## config.mk

```make
export PLATFORM = sky130hd
export DESIGN_NAME = alu_control_unit_flat
export DESIGN_NICKNAME = d
export VERILOG_FILES = /design/src/rtl/mini_src_pkg.sv /design/src/rtl/alu_control_unit_if.sv /design/src/rtl/op_class_decode.sv /design/src/rtl/alu_control_unit.sv /design/src/flat_wrapper.sv
export SDC_FILE = /design/constraint.sdc
export NUM_CORES = 1
export LEC_CHECK = 0
export BUFFER_PORTS_ARGS = -buffer_cell sky130_fd_sc_hd__buf_2
export CORE_ASPECT_RATIO = 0.7
export CORE_MARGIN = 2
export CORE_UTILIZATION = 37
export DETAILED_ROUTE_END_ITERATION = 8
export GPL_TIMING_DRIVEN = 0
export PLACE_DENSITY_LB_ADDON = 0.3
export SETUP_SLACK_MARGIN = 0.15
export SKIP_CTS_REPAIR_TIMING = 1
export SLEW_MARGIN = 10
export SYNTH_ARGS = -nofsm -noshare
export SYNTH_HDL_FRONTEND = slang
export SYNTH_SLANG_ARGS = --single-unit
```

## constraint.sdc

```tcl
create_clock -name clock -period 2.2 [get_ports clock]
set_input_delay 0.22 -clock clock [delete_from_list [all_inputs] [get_ports clock]]
set_output_delay 0.22 -clock clock [all_outputs]
set_load 0.01 [all_outputs]
```

## src/rtl/mini_src_pkg.sv

```systemverilog
`default_nettype none
// ----------------------------------------------------------------------------
// mini_src_pkg : opcodes, sequencer states and strobe bundle for Mini-SRC
// Revision 1.0
// ----------------------------------------------------------------------------
package mini_src_pkg;

  localparam logic [4:0] OP_ADD  = 5'b00011;
  localparam logic [4:0] OP_SUB  = 5'b00100;
  localparam logic [4:0] OP_SHR  = 5'b00101;
  localparam logic [4:0] OP_SHRA = 5'b00110;
  localparam logic [4:0] OP_SHL  = 5'b00111;
  localparam logic [4:0] OP_ROR  = 5'b01000;
  localparam logic [4:0] OP_ROL  = 5'b01001;
  localparam logic [4:0] OP_AND  = 5'b01010;
  localparam logic [4:0] OP_OR   = 5'b01011;
  localparam logic [4:0] OP_ADDI = 5'b01100;
  localparam logic [4:0] OP_ANDI = 5'b01101;
  localparam logic [4:0] OP_ORI  = 5'b01110;
  localparam logic [4:0] OP_MUL  = 5'b01111;
  localparam logic [4:0] OP_DIV  = 5'b10000;
  localparam logic [4:0] OP_NEG  = 5'b10001;
  localparam logic [4:0] OP_NOT  = 5'b10010;
  localparam logic [4:0] OP_NOP  = 5'b11010;
  localparam logic [4:0] OP_HALT = 5'b11011;

  typedef enum logic [3:0] {
    S_IDLE = 4'd0,
    S_T0   = 4'd1,
    S_T1   = 4'd2,
    S_T2   = 4'd3,
    S_T3   = 4'd4,
    S_T4   = 4'd5,
    S_T5   = 4'd6,
    S_T6   = 4'd7,
    S_HALT = 4'd8
  } state_t;

  typedef enum logic [2:0] {
    CLS_RFMT    = 3'd0,
    CLS_IMM     = 3'd1,
    CLS_MULDIV  = 3'd2,
    CLS_UNARY   = 3'd3,
    CLS_NOP     = 3'd4,
    CLS_HALT    = 3'd5,
    CLS_ILLEGAL = 3'd6
  } op_class_t;

  typedef struct packed {
    logic pc_out;
    logic mar_in;
    logic inc_pc;
    logic z_in;
    logic zlo_out;
    logic zhi_out;
    logic pc_in;
    logic read;
    logic mdr_in;
    logic mdr_out;
    logic ir_in;
    logic gra;
    logic grb;
    logic grc;
    logic r_in;
    logic r_out;
    logic y_in;
    logic c_out;
    logic lo_in;
    logic hi_in;
  } strobes_t;

  // Immediate forms reuse the ALU's register-form operation codes.
  function automatic logic [4:0] map_alu_op(input logic [4:0] op);
    case (op)
      OP_ADDI: map_alu_op = OP_ADD;
      OP_ANDI: map_alu_op = OP_AND;
      OP_ORI:  map_alu_op = OP_OR;
      default: map_alu_op = op;
    endcase
  endfunction

endpackage
`default_nettype wire

```

## src/rtl/alu_control_unit_if.sv

```systemverilog
`default_nettype none
// ----------------------------------------------------------------------------
// alu_control_unit_if : instruction/memory inputs and datapath strobes
// Revision 1.0
// ----------------------------------------------------------------------------
interface alu_control_unit_if;
  logic [31:0] IR;
  logic        mem_ready;
  logic        stop;

  logic PCout, MARin, IncPC, Zin, ZLOout, ZHIout, PCin, Read, MDRin, MDRout, IRin;
  logic Gra, Grb, Grc, Rin, Rout, Yin, Cout, LOin, HIin;
  logic [4:0] alu_op;
  logic       run;
  logic       illegal_op;

  modport master (
    input  IR, mem_ready, stop,
    output PCout, MARin, IncPC, Zin, ZLOout, ZHIout, PCin, Read, MDRin, MDRout, IRin,
    output Gra, Grb, Grc, Rin, Rout, Yin, Cout, LOin, HIin,
    output alu_op, run, illegal_op
  );

  modport slave (
    output IR, mem_ready, stop,
    input  PCout, MARin, IncPC, Zin, ZLOout, ZHIout, PCin, Read, MDRin, MDRout, IRin,
    input  Gra, Grb, Grc, Rin, Rout, Yin, Cout, LOin, HIin,
    input  alu_op, run, illegal_op
  );
endinterface
`default_nettype wire

```

## src/rtl/op_class_decode.sv

```systemverilog
`default_nettype none
// ----------------------------------------------------------------------------
// op_class_decode : opcode -> instruction class and ALU opcode (combinational)
// Revision 1.0
// ----------------------------------------------------------------------------
module op_class_decode
  import mini_src_pkg::*;
(
  input  logic [4:0] opcode,
  output op_class_t  op_class,
  output logic [4:0] alu_op
);

  always_comb begin
    op_class = CLS_ILLEGAL;
    case (opcode)
      OP_ADD, OP_SUB, OP_SHR, OP_SHRA, OP_SHL,
      OP_ROR, OP_ROL, OP_AND, OP_OR:            op_class = CLS_RFMT;
      OP_ADDI, OP_ANDI, OP_ORI:                 op_class = CLS_IMM;
      OP_MUL, OP_DIV:                           op_class = CLS_MULDIV;
      OP_NEG, OP_NOT:                           op_class = CLS_UNARY;
      OP_NOP:                                   op_class = CLS_NOP;
      OP_HALT:                                  op_class = CLS_HALT;
      default:                                  op_class = CLS_ILLEGAL;
    endcase
  end

  assign alu_op = map_alu_op(opcode);

endmodule
`default_nettype wire

```

## src/rtl/alu_control_unit.sv

```systemverilog
`default_nettype none
// ----------------------------------------------------------------------------
// alu_control_unit : Mini-SRC fetch/execute sequencer for ALU-class instructions
// Revision 1.0
// ----------------------------------------------------------------------------
module alu_control_unit
  import mini_src_pkg::*;
(
  input  logic               clock,
  input  logic               reset,
  alu_control_unit_if.master bus
);

  state_t     state;
  state_t     state_nxt;
  logic       t1_seen;
  op_class_t  op_class;
  logic [4:0] mapped_op;
  logic [4:0] opcode;
  state_t     boundary;
  strobes_t   s;
  logic [4:0] alu_op_c;
  logic       illegal_c;
  logic       unused_ir;

  assign opcode    = bus.IR[31:27];
  assign unused_ir = ^bus.IR[26:0];
  assign boundary  = bus.stop ? S_IDLE : S_T0;

  op_class_decode u_decode (
    .opcode   (opcode),
    .op_class (op_class),
    .alu_op   (mapped_op)
  );

  // t1_seen marks every T1 cycle after the first, so PCin/MARin fire once.
  always_ff @(posedge clock or posedge reset) begin
    if (reset) begin
      state   <= S_IDLE;
      t1_seen <= 1'b0;
    end else begin
      state   <= state_nxt;
      t1_seen <= (state == S_T1);
    end
  end

  always_comb begin
    state_nxt = state;
    case (state)
      S_IDLE: state_nxt = bus.stop ? S_IDLE : S_T0;
      S_T0:   state_nxt = S_T1;
      S_T1:   state_nxt = bus.mem_ready ? S_T2 : S_T1;
      S_T2:   state_nxt = S_T3;
      S_T3: begin
        case (op_class)
          CLS_RFMT, CLS_IMM, CLS_MULDIV, CLS_UNARY: state_nxt = S_T4;
          CLS_HALT:                                 state_nxt = S_HALT;
          default:                                  state_nxt = boundary;
        endcase
      end
      S_T4:   state_nxt = (op_class == CLS_UNARY) ? boundary : S_T5;
      S_T5:   state_nxt = (op_class == CLS_MULDIV) ? S_T6 : boundary;
      S_T6:   state_nxt = boundary;
      S_HALT: state_nxt = S_HALT;
      default: state_nxt = S_IDLE;
    endcase
  end

  always_comb begin
    s         = '0;
    alu_op_c  = 5'b00000;
    illegal_c = 1'b0;
    case (state)
      S_T0: begin
        s.pc_out = 1'b1;
        s.mar_in = 1'b1;
        s.inc_pc = 1'b1;
        s.z_in   = 1'b1;
      end
      S_T1: begin
        s.zlo_out = 1'b1;
        s.read    = 1'b1;
        s.mdr_in  = 1'b1;
        s.pc_in   = ~t1_seen;
        s.mar_in  = ~t1_seen;
      end
      S_T2: begin
        s.mdr_out = 1'b1;
        s.ir_in   = 1'b1;
      end
      S_T3: begin
        case (op_class)
          CLS_RFMT, CLS_IMM, CLS_MULDIV: begin
            s.grb   = 1'b1;
            s.r_out = 1'b1;
            s.y_in  = 1'b1;
          end
          CLS_UNARY: begin
            s.grb    = 1'b1;
            s.r_out  = 1'b1;
            s.z_in   = 1'b1;
            alu_op_c = mapped_op;
          end
          CLS_ILLEGAL: illegal_c = 1'b1;
          default: ;
        endcase
      end
      S_T4: begin
        case (op_class)
          CLS_RFMT, CLS_MULDIV: begin
            s.z_in   = 1'b1;
            s.grc    = 1'b1;
            s.r_out  = 1'b1;
            alu_op_c = mapped_op;
          end
          CLS_IMM: begin
            s.z_in   = 1'b1;
            s.c_out  = 1'b1;
            alu_op_c = mapped_op;
          end
          CLS_UNARY: begin
            s.zlo_out = 1'b1;
            s.gra     = 1'b1;
            s.r_in    = 1'b1;
          end
          default: ;
        endcase
      end
      S_T5: begin
        s.zlo_out = 1'b1;
        if (op_class == CLS_MULDIV) begin
          s.lo_in = 1'b1;
        end else begin
          s.gra  = 1'b1;
          s.r_in = 1'b1;
        end
      end
      S_T6: begin
        s.zhi_out = 1'b1;
        s.hi_in   = 1'b1;
      end
      default: ;
    endcase
  end

  assign bus.PCout      = s.pc_out;
  assign bus.MARin      = s.mar_in;
  assign bus.IncPC      = s.inc_pc;
  assign bus.Zin        = s.z_in;
  assign bus.ZLOout     = s.zlo_out;
  assign bus.ZHIout     = s.zhi_out;
  assign bus.PCin       = s.pc_in;
  assign bus.Read       = s.read;
  assign bus.MDRin      = s.mdr_in;
  assign bus.MDRout     = s.mdr_out;
  assign bus.IRin       = s.ir_in;
  assign bus.Gra        = s.gra;
  assign bus.Grb        = s.grb;
  assign bus.Grc        = s.grc;
  assign bus.Rin        = s.r_in;
  assign bus.Rout       = s.r_out;
  assign bus.Yin        = s.y_in;
  assign bus.Cout       = s.c_out;
  assign bus.LOin       = s.lo_in;
  assign bus.HIin       = s.hi_in;
  assign bus.alu_op     = alu_op_c;
  assign bus.illegal_op = illegal_c;
  assign bus.run        = (state != S_IDLE) && (state != S_HALT);

endmodule
`default_nettype wire
```

## src/flat_wrapper.sv

```systemverilog
// flat-port wrapper written by rule: the top's interface ports become plain ports
module alu_control_unit_flat import mini_src_pkg::*;
  (clock, reset, bus_IR, bus_mem_ready, bus_stop, bus_PCout, bus_MARin, bus_IncPC, bus_Zin, bus_ZLOout, bus_ZHIout, bus_PCin, bus_Read, bus_MDRin, bus_MDRout, bus_IRin, bus_Gra, bus_Grb, bus_Grc, bus_Rin, bus_Rout, bus_Yin, bus_Cout, bus_LOin, bus_HIin, bus_alu_op, bus_run, bus_illegal_op);
  alu_control_unit_if bus_i ();
  input  logic clock;
  input  logic reset;
  input wire logic [$bits(bus_i.IR)-1:0] bus_IR;
  input wire logic [$bits(bus_i.mem_ready)-1:0] bus_mem_ready;
  input wire logic [$bits(bus_i.stop)-1:0] bus_stop;
  output wire logic [$bits(bus_i.PCout)-1:0] bus_PCout;
  output wire logic [$bits(bus_i.MARin)-1:0] bus_MARin;
  output wire logic [$bits(bus_i.IncPC)-1:0] bus_IncPC;
  output wire logic [$bits(bus_i.Zin)-1:0] bus_Zin;
  output wire logic [$bits(bus_i.ZLOout)-1:0] bus_ZLOout;
  output wire logic [$bits(bus_i.ZHIout)-1:0] bus_ZHIout;
  output wire logic [$bits(bus_i.PCin)-1:0] bus_PCin;
  output wire logic [$bits(bus_i.Read)-1:0] bus_Read;
  output wire logic [$bits(bus_i.MDRin)-1:0] bus_MDRin;
  output wire logic [$bits(bus_i.MDRout)-1:0] bus_MDRout;
  output wire logic [$bits(bus_i.IRin)-1:0] bus_IRin;
  output wire logic [$bits(bus_i.Gra)-1:0] bus_Gra;
  output wire logic [$bits(bus_i.Grb)-1:0] bus_Grb;
  output wire logic [$bits(bus_i.Grc)-1:0] bus_Grc;
  output wire logic [$bits(bus_i.Rin)-1:0] bus_Rin;
  output wire logic [$bits(bus_i.Rout)-1:0] bus_Rout;
  output wire logic [$bits(bus_i.Yin)-1:0] bus_Yin;
  output wire logic [$bits(bus_i.Cout)-1:0] bus_Cout;
  output wire logic [$bits(bus_i.LOin)-1:0] bus_LOin;
  output wire logic [$bits(bus_i.HIin)-1:0] bus_HIin;
  output wire logic [$bits(bus_i.alu_op)-1:0] bus_alu_op;
  output wire logic [$bits(bus_i.run)-1:0] bus_run;
  output wire logic [$bits(bus_i.illegal_op)-1:0] bus_illegal_op;
  assign bus_i.IR = bus_IR;
  assign bus_i.mem_ready = bus_mem_ready;
  assign bus_i.stop = bus_stop;
  assign bus_PCout = bus_i.PCout;
  assign bus_MARin = bus_i.MARin;
  assign bus_IncPC = bus_i.IncPC;
  assign bus_Zin = bus_i.Zin;
  assign bus_ZLOout = bus_i.ZLOout;
  assign bus_ZHIout = bus_i.ZHIout;
  assign bus_PCin = bus_i.PCin;
  assign bus_Read = bus_i.Read;
  assign bus_MDRin = bus_i.MDRin;
  assign bus_MDRout = bus_i.MDRout;
  assign bus_IRin = bus_i.IRin;
  assign bus_Gra = bus_i.Gra;
  assign bus_Grb = bus_i.Grb;
  assign bus_Grc = bus_i.Grc;
  assign bus_Rin = bus_i.Rin;
  assign bus_Rout = bus_i.Rout;
  assign bus_Yin = bus_i.Yin;
  assign bus_Cout = bus_i.Cout;
  assign bus_LOin = bus_i.LOin;
  assign bus_HIin = bus_i.HIin;
  assign bus_alu_op = bus_i.alu_op;
  assign bus_run = bus_i.run;
  assign bus_illegal_op = bus_i.illegal_op;
  alu_control_unit u_core (.clock(clock), .reset(reset), .bus(bus_i));
endmodule
```

### After elaboration in Yosys (flattened, before gate mapping)

Memory sizes are Yosys's and may differ from the RTL's.
Cells that the tools add are included.

| storage, ports and cells | value |
|---|---|
| register bits after elaboration | 5 |
| ROM bits | 96 |
| input port bits | 36 |
| output and inout bits | 27 |
| logic and storage cells | 63 |
| memories kept | 1 |

| operators by class | value |
|---|---|
| eq/ne operators | 17 |
| mux-type cells | 33 |
| bitwise logic cells | 1 |
| reductions and logical operators | 9 |

Memory list:

| memory | depth | width | rd ports | clocked after Yosys merged registers in | write ports | line | source |
|---|---|---|---|---|---|---|---|
| (no name shown) | 32 | 3 | 1 | 0 | 0 | op_class_decode.sv:16 | `case (opcode)` |

Operators with widths:

| cell | count |
|---|---|
| case mux 4 bit (8 select lines) | 1 |
| 2-to-1 mux 1 bit | 18 |
| equality test 4 x 3 -> 1 bit (second input constant) | 4 |
| equality test 5 x 4 -> 1 bit (second input constant) | 3 |
| case mux 5 bit (3 select lines) | 1 |
| 2-to-1 mux 5 bit | 2 |
| case mux 5 bit (2 select lines) | 1 |
| equality test 4 x 2 -> 1 bit (second input constant) | 2 |
| 2-to-1 mux 4 bit | 2 |
| case mux 1 bit (2 select lines) | 4 |
| case mux 4 bit (2 select lines) | 1 |
| equality test 3 x 2 -> 1 bit (second input constant) | 2 |
| equality test 3 bit (second input constant) | 2 |
| OR reduction 2 bit | 3 |
| equality test 4 x 1 -> 1 bit (second input constant) | 1 |
| equality test 4 bit (second input constant) | 1 |
| zero test 4 bit | 1 |
| inequality test 4 bit (second input constant) | 1 |
| nonzero test 4 bit | 1 |
| OR reduction 4 bit | 1 |
| equality test 3 x 1 -> 1 bit (second input constant) | 1 |
| zero test 3 bit | 1 |
| 2-to-1 mux 3 bit | 1 |
| case mux 1 bit (3 select lines) | 1 |
| other kinds (4) | 4 |

### Logic depth before layout (Yosys ltp)

Gate-level depths: netlist of run 1.
An unclocked memory read counts as a cell.

| logic depth | value |
|---|---|
| depth after elaboration | 5 |
| gate-level depth with buffers | 7 |
| depth with buffers taken out | 7 |

### By module

A second synthesis of run 1 with hierarchy kept.

| second synthesis, totals | value |
|---|---|
| cell total of the unflattened synthesis | 100 |
| area, all modules | 793.3 um^2 |

Modules (own cells, without submodules):

| module | instances | cells each | area each (um^2) | seq. area each (um^2) |
|---|---|---|---|---|
| alu_control_unit | 1 | 70 | 554.3 | 125.1 |
| op_class_decode | 1 | 30 | 239.0 | 0.0 |

### Worst setup path after synthesis of run 1

No wires, ideal clock.

| path | value |
|---|---|
| path type | input to output |
| start point | in bus_IR[27] |
| end point | out bus_alu_op[0] |
| arrival time | 1.976 ns |
| data required time | 1.980 ns |
| setup slack | 0.004 ns |
| stages on the path | 7 |
| path buffers | 0 |
| path through | inv_1 -> ha_1 -> mux2i_1 -> o32a_4 -> or3_4 -> a2111oi_4 -> a21boi_1 |

| between the ends | value |
|---|---|
| cells in the longest elaborated chain, start to end | 5 |
| elaborated cells on any way between the ends | 13 |
| classes of those cells | 6 x eq/ne; 4 x mux; 2 x reduce/logical; 1 x memory |

Ends and longest elaborated chain:

| element | line | source |
|---|---|---|
| start, declared | flat_wrapper.sv:7 | `input wire logic [$bits(bus_i.IR)-1:0] bus_IR;` |
| memory read (32 x 3 bit) | n/a |  |
| equality test 3 x 1 -> 1 bit, or another cell as far along | alu_control_unit.sv:109 | `case (op_class)` |
| OR reduction 3 bit (no source line) | n/a |  |
| 2-to-1 mux 5 bit | alu_control_unit.sv:109 |  |
| case mux 5 bit (2 select lines) * | alu_control_unit.sv:73 | `case (state)` |
| end, declared | flat_wrapper.sv:30 | `output wire logic [$bits(bus_i.alu_op)-1:0] bus_alu_op;` |

Mark *: on every way between the ends. The rest lies on a longest branch, timed or not.

### Final worst setup path of run 1

| path | value |
|---|---|
| start point | in bus_IR[28] |
| end point | out bus_alu_op[2] |

The elaborated chain is that of the path after synthesis.

==> results.json, run 1 <==
{
  "place_hpwl_um": 1780,
  "min_path_cells": 3,
  "avgRoutedWirePerCell_um": 13.3,
  "fin_tns_setup_ps": -1030,
  "clock_sinks": 5,
  "slew_headroom": 0.639,
  "synth-edff-count": 0,
  "crit_chain": "buf_12 > inv_12 > ha_4 > mux2i_4 > o32a_4 > or3_4 > a2111oi_4 > buf_4 > and3b_2 > buf_6",
  "slew_violations": 0,
  "antenna_left": 0,
  "globalplace.congestion": 0.764,
  "crit_slowest_cell": "o32a_4",
  "synthArstFlopShare": 1.00,
  "cts_root_buf": "clkbuf_4",
  "grt_overflow_total": 0,
  "timing.hold.ws_ps": 380,
  "first_global_vias": 775,
  "grt_max_degree": 11,
  "outcome": "complete, but fails checks",
  "min_period_over_period": 1.10,
  "critPathMaxStageDelay_ps": 350,
  "synthTopCellsByCount": "12 x nor3_1, 9 x nor2_1, 7 x a21oi_1, 7 x nand2_1, 6 x inv_1",
  "first_pass_iters": 4,
  "routed_via_density": 5.41,
  "grt_pass1_wl_um": 3490,
  "r2r-start": "u_core.state[1]$_DFF_PP0_",
  "diodes": 0,
  "wirelength_um": 2320,
  "reg2reg_to": "u_core.state[0]$_DFF_PP0_",
  "postLayoutCoreUtil": 0.615,
  "cp-end-kind": "primary output",
  "final_net_count": 194,
  "grt_use_total": 0.174,
  "setup-violations-final": 6,
  "drtIter0Drc": 63,
  "path_max_fanout": 6,
  "htreeDepth": 1,
  "synth_ff_type": "dfrtp_1",
  "period_minus_slack_ps": 2410,
  "powerDensity_mw_per_mm2": 755,
  "violations": "setup timing",
  "hold_path_startpoint": "bus_stop",
  "die-area_mm2": 0.00253,
  "worstSkewPairLatency_ps": 240,
  "cp.required_ps": 1980,
  "syn_nets": 148,
  "worst_hold_path_type": "in -> reg",
  "cts_made_buffers": 3,
  "rr_worst_depth": 5,
  "hold_violations": 0,
  "holdPathEnd": "u_core.state[0]$_DFF_PP0_",
  "syn_area_per_cell_um2": 7.38,
  "ys_seq_area_frac": 0.158,
  "max_freq_mhz": 414,
  "core_mm2": 0.00194,
  "die_h_um": 42.7,
  "syn-cell-area_um2": 790,
  "timing_worst_setup_path_type": "in -> out",
  "ir_worst_vdd_v": 0.000300,
  "rows": 13,
  "syn2layout_area_growth_pct": 50.9,
  "fp.dieW_um": 59.2,
  "antenna_found_initial": 0,
  "p_leak_nw": 0.612,
  "cap_violations": 0,
  "fin_ws_ps": -214,
  "drive_gt1_frac": 0.447,
  "clock_path_buffers": 2,
  "synthCells": 107,
  "yosysMostFrequentCell": "nor3_1",
  "cp.arrival_ps": 2190,
  "synth_cell_types": 40,
  "yosysTopAreaCell": "dfrtp_1",
  "cts_tree": "built",
  "start_kind": "input pin",
  "synth_top_cell_area_share": 0.158,
  "fin_skew_ps": 1.36,
  "num_io_pins": 63,
  "floorplan.initialDensity": 0.408,
  "post-route-drc-count": 0,
  "path_clk_slew_ps": 40,
  "synth-seq-cells": 5,
  "vias": 941,
  "rsz0062_at_grt": "yes",
  "synth_area_leaders": "dfrtp_1 16%, ha_1 7.9%, nor3_1 7.6%, buf_4 4.8%, a21oi_1 4.4%",
  "place.port_buffers": 34,
  "r2r_slack_ps": 370,
  "synth_warnings": 0,
  "tightest_slew_ps": 541
}
[state kept, by name (all words and copies together), names as in the netlist]
signal / count
u_core.state: 4
u_core.t1_seen: 1
[metrics by stage]
stage,total power [mW],instance area (µm²),setup WS [ps],cells
final,0.899,1190,-214,174
after global routing,0.972,1190,-268,174
after CTS,0.846,1050,-427,167
after detailed placement,0.739,1030,-425,163
after global placement,0.722,1030,-373,163
after floorplan,0.547,828,146,107
[layout make-up]
type,instances,area [µm²]
fillers,177,744
multi-input cells,84,634
repair buffers,41,262
flip-flops and latches,5,125
plain buffers,12,76.3
inverters,6,40.0
well taps,22,27.5
clock buffers,4,26.3
[worst max-delay path by stage]
stage,startpoint,to,slack [ps],cells after the start
3_5_place_dp,bus_IR[28],bus_alu_op[2],-420,8
6_report,bus_IR[28],bus_alu_op[2],-210,10
2_1_floorplan,bus_IR[28],bus_alu_op[0],150,7
5_1_grt,bus_IR[29],bus_alu_op[0],-270,9
4_1_cts,bus_IR[28],bus_alu_op[2],-430,8
3_3_place_gp,bus_IR[28],bus_alu_op[2],-370,8
[routing by layer]
layer,share of wire,up-vias,global-route usage
li1,-,474,-
met1,0.49,427,0.262
met2,0.44,38,0.262
met3,0.059,2,0.0305
met4,0.0056,0,0.0273
met5,0,-,0
[cell usage in the layout (no fill, tap or decap), types with 3 or more instances in the layout]
master / netlist / layout
buf_2: 1 / 33
nor3_1: 12 / 12
buf_4: 5 / 11
nor2_1: 9 / 9
nand2_1: 7 / 7
a21oi_1: 7 / 6
dfrtp_1: 5 / 5
inv_1: 6 / 4
o21ai_0: 4 / 4
clkbuf_1: 5 / 3
a21o_1: 3 / 3
or3_1: 3 / 3
ha_1: 5 / 3
clkbuf_4: 0 / 3
[power breakdown]
part / switching (mW) / internal (mW)
sequential: 0.0109 / 0.126
clock: 0.0374 / 0.0686
combinational: 0.369 / 0.287
total: 0.418 / 0.481
[cells by family (layout without fill, tap and decap cells)]
logic type / after synthesis / after routing / synth area share
AO/OA/AOI/OAI: 28 / 28 / 0.284
adder cells (fa/ha/maj): 5 / 5 / 0.0792
AND/OR/NAND/NOR: 50 / 50 / 0.346
flip-flops: 5 / 5 / 0.158
buffers and inverters: 18 / 63 / 0.120
multiplexers: 1 / 1 / 0.0127
[worst max-delay path: cells and delay by family]
family,cells,cell delay (ps)
adders and majority gates,1,260
and+or+nand+nor,2,550
AOI/OAI and AO/OA,2,690
muxes,1,60
buffers and inverters,4,430
Power figures use the tool's default switching activity.
==> inputs of run 2 (changes only) <==
--- a/config.mk
+++ b/config.mk
@@ -12,6 +12,7 @@
 export DETAILED_ROUTE_END_ITERATION = 8
 export GPL_TIMING_DRIVEN = 0
 export PLACE_DENSITY_LB_ADDON = 0.3
+export RECOVER_POWER = 100
 export SETUP_SLACK_MARGIN = 0.15
 export SKIP_CTS_REPAIR_TIMING = 1
 export SLEW_MARGIN = 10
==> results.json, run 2 (synthesis gave the netlist of run 1 again) <==
{
  "num_io_pins": 63,
  "fin_skew_ps": 0.362,
  "use_met2": 0.262,
  "rsz0062_at_grt": "yes",
  "ir_worst_vdd_v": 0.000283,
  "die-area_mm2": 0.00253,
  "regArea_um2": 125,
  "grt_max_degree": 11,
  "slew_headroom": 0.647,
  "outcome": "complete, but fails checks",
  "powerDensity_mw_per_mm2": 750,
  "grt_pass1_wl_um": 3490,
  "drtIter0Drc": 46,
  "reg_top3": "u_core.state: 4 flops, u_core.t1_seen: 1 flops",
  "cts_root_buf": "clkbuf_4",
  "rows": 13,
  "die_h_um": 42.7,
  "drive_gt1_frac": 0.303,
  "slew_violations": 0,
  "first_pass_iters": 4,
  "place_hpwl_um": 1780,
  "fillers": 193,
  "final_net_count": 194,
  "p_leak_nw": 0.529,
  "violations": "setup timing",
  "routed_via_density": 5.49,
  "fin_tns_setup_ps": -1040,
  "setup-violations-final": 6,
  "use_met1": 0.262,
  "cp-end-kind": "primary output",
  "top_register": "u_core.state",
  "floorplan.initialDensity": 0.408,
  "vias": 955,
  "core_mm2": 0.00194,
  "cts_made_buffers": 3,
  "cap_violations": 0,
  "clock_path_buffers": 2,
  "min_period_over_period": 1.10,
  "start_kind": "input pin",
  "cp.arrival_ps": 2200,
  "hold_violations": 0,
  "pre_cts_slack_ps": -425,
  "largest_reg_flops": 4,
  "antenna_left": 0,
  "avgRoutedWirePerCell_um": 13.5,
  "path_clk_slew_ps": 40,
  "fp.dieW_um": 59.2,
  "place.port_buffers": 34,
  "globalRouteMet3Util": 0.0305,
  "clock_sinks": 5,
  "htreeDepth": 1,
  "wirelength_um": 2350,
  "grt_overflow_total": 0,
  "grt_use_total": 0.174,
  "tightest_slew_ps": 530,
  "globalplace.congestion": 0.764,
  "antenna_found_initial": 0,
  "cts_tree": "built",
  "worst_hold_path_type": "in -> reg",
  "worstSkewPairLatency_ps": 240,
  "path_max_fanout": 6,
  "diodes": 0,
  "first_global_vias": 775,
  "cp.required_ps": 1980,
  "top_usage_layer": "met2",
  "timing_worst_setup_path_type": "in -> out",
  "syn2layout_area_growth_pct": 47.1,
  "multi_input_area_um2": 631,
  "post-route-drc-count": 0,
  "max_freq_mhz": 414,
  "period_minus_slack_ps": 2420,
  "final_cell_mix": "24 x clkbuf_1, 13 x buf_2, 12 x nor3_1, 11 x buf_4, 9 x nor2_1",
  "layout_commonest_cell": "clkbuf_1",
  "fin_ws_ps": -215
}
[run 2: path summary, 6_finish.rpt]
check                                     startpoint                         to  slack (ps)  depth (start not counted)
setup / recovery                          bus_IR[28]              bus_alu_op[2]        -220                         10
hold / removal                              bus_stop  u_core.state[0]$_DFF_PP0_         380                          3
setup reg to reg           u_core.state[0]$_DFF_PP0_  u_core.state[0]$_DFF_PP0_         380                          5
hold reg to reg            u_core.state[3]$_DFF_PP0_  u_core.state[1]$_DFF_PP0_         640                          2
max in group asynchronous                      reset   u_core.t1_seen$_DFF_PP0_        1610                          3
min in group asynchronous                      reset  u_core.state[0]$_DFF_PP0_         420                          3
[run 2: final cells by class]
| type | instances | area share |
|---|---|---|
| buffer | 12 | 0.0647 |
| clock buffer | 4 | 0.0226 |
| inverter | 6 | 0.0345 |
| multi-input combinational | 84 | 0.543 |
| sequential | 5 | 0.108 |
| tap | 22 | 0.0237 |
| timing repair buffer | 41 | 0.204 |
[run 2: per-layer routing]
metal  part of all wire  wire length (µm)
met3              0.061               143
met5                  0                 0
met1               0.50              1160
met2               0.44              1040
met4                  0                 0
[run 2: through the flow]
step / utilization / power (mW) / std cells / area, µm² / hold slack (ps)
global route: 0.600 / 0.943 / 174 / 1160 / 405
floorplan: - / 0.547 / 107 / 828 / -1.48
global placement: 0.530 / 0.722 / 163 / 1030 / 118
detailed placement: 0.530 / 0.739 / 163 / 1030 / 120
CTS: 0.544 / 0.846 / 167 / 1050 / -134
finish: 0.600 / 0.871 / 174 / 1160 / 377
[run 2: critical path, stage by stage]
cell,delay (ps)
buf_12,110
inv_12,30
ha_4,260
mux2i_4,60
o32a_4,350
or3_4,350
a2111oi_4,340
buf_4,190
and3b_2,200
buf_6,100
[run 2: report_power, final]
group | total, mW | internal, mW | leakage, nW | switching [mW]
clock network | 0.105 | 0.0685 | 0.0150 | 0.0363
registers | 0.136 | 0.126 | 0.0651 | 0.0105
logic | 0.630 | 0.256 | 0.449 | 0.374
total | 0.871 | 0.450 | 0.529 | 0.421
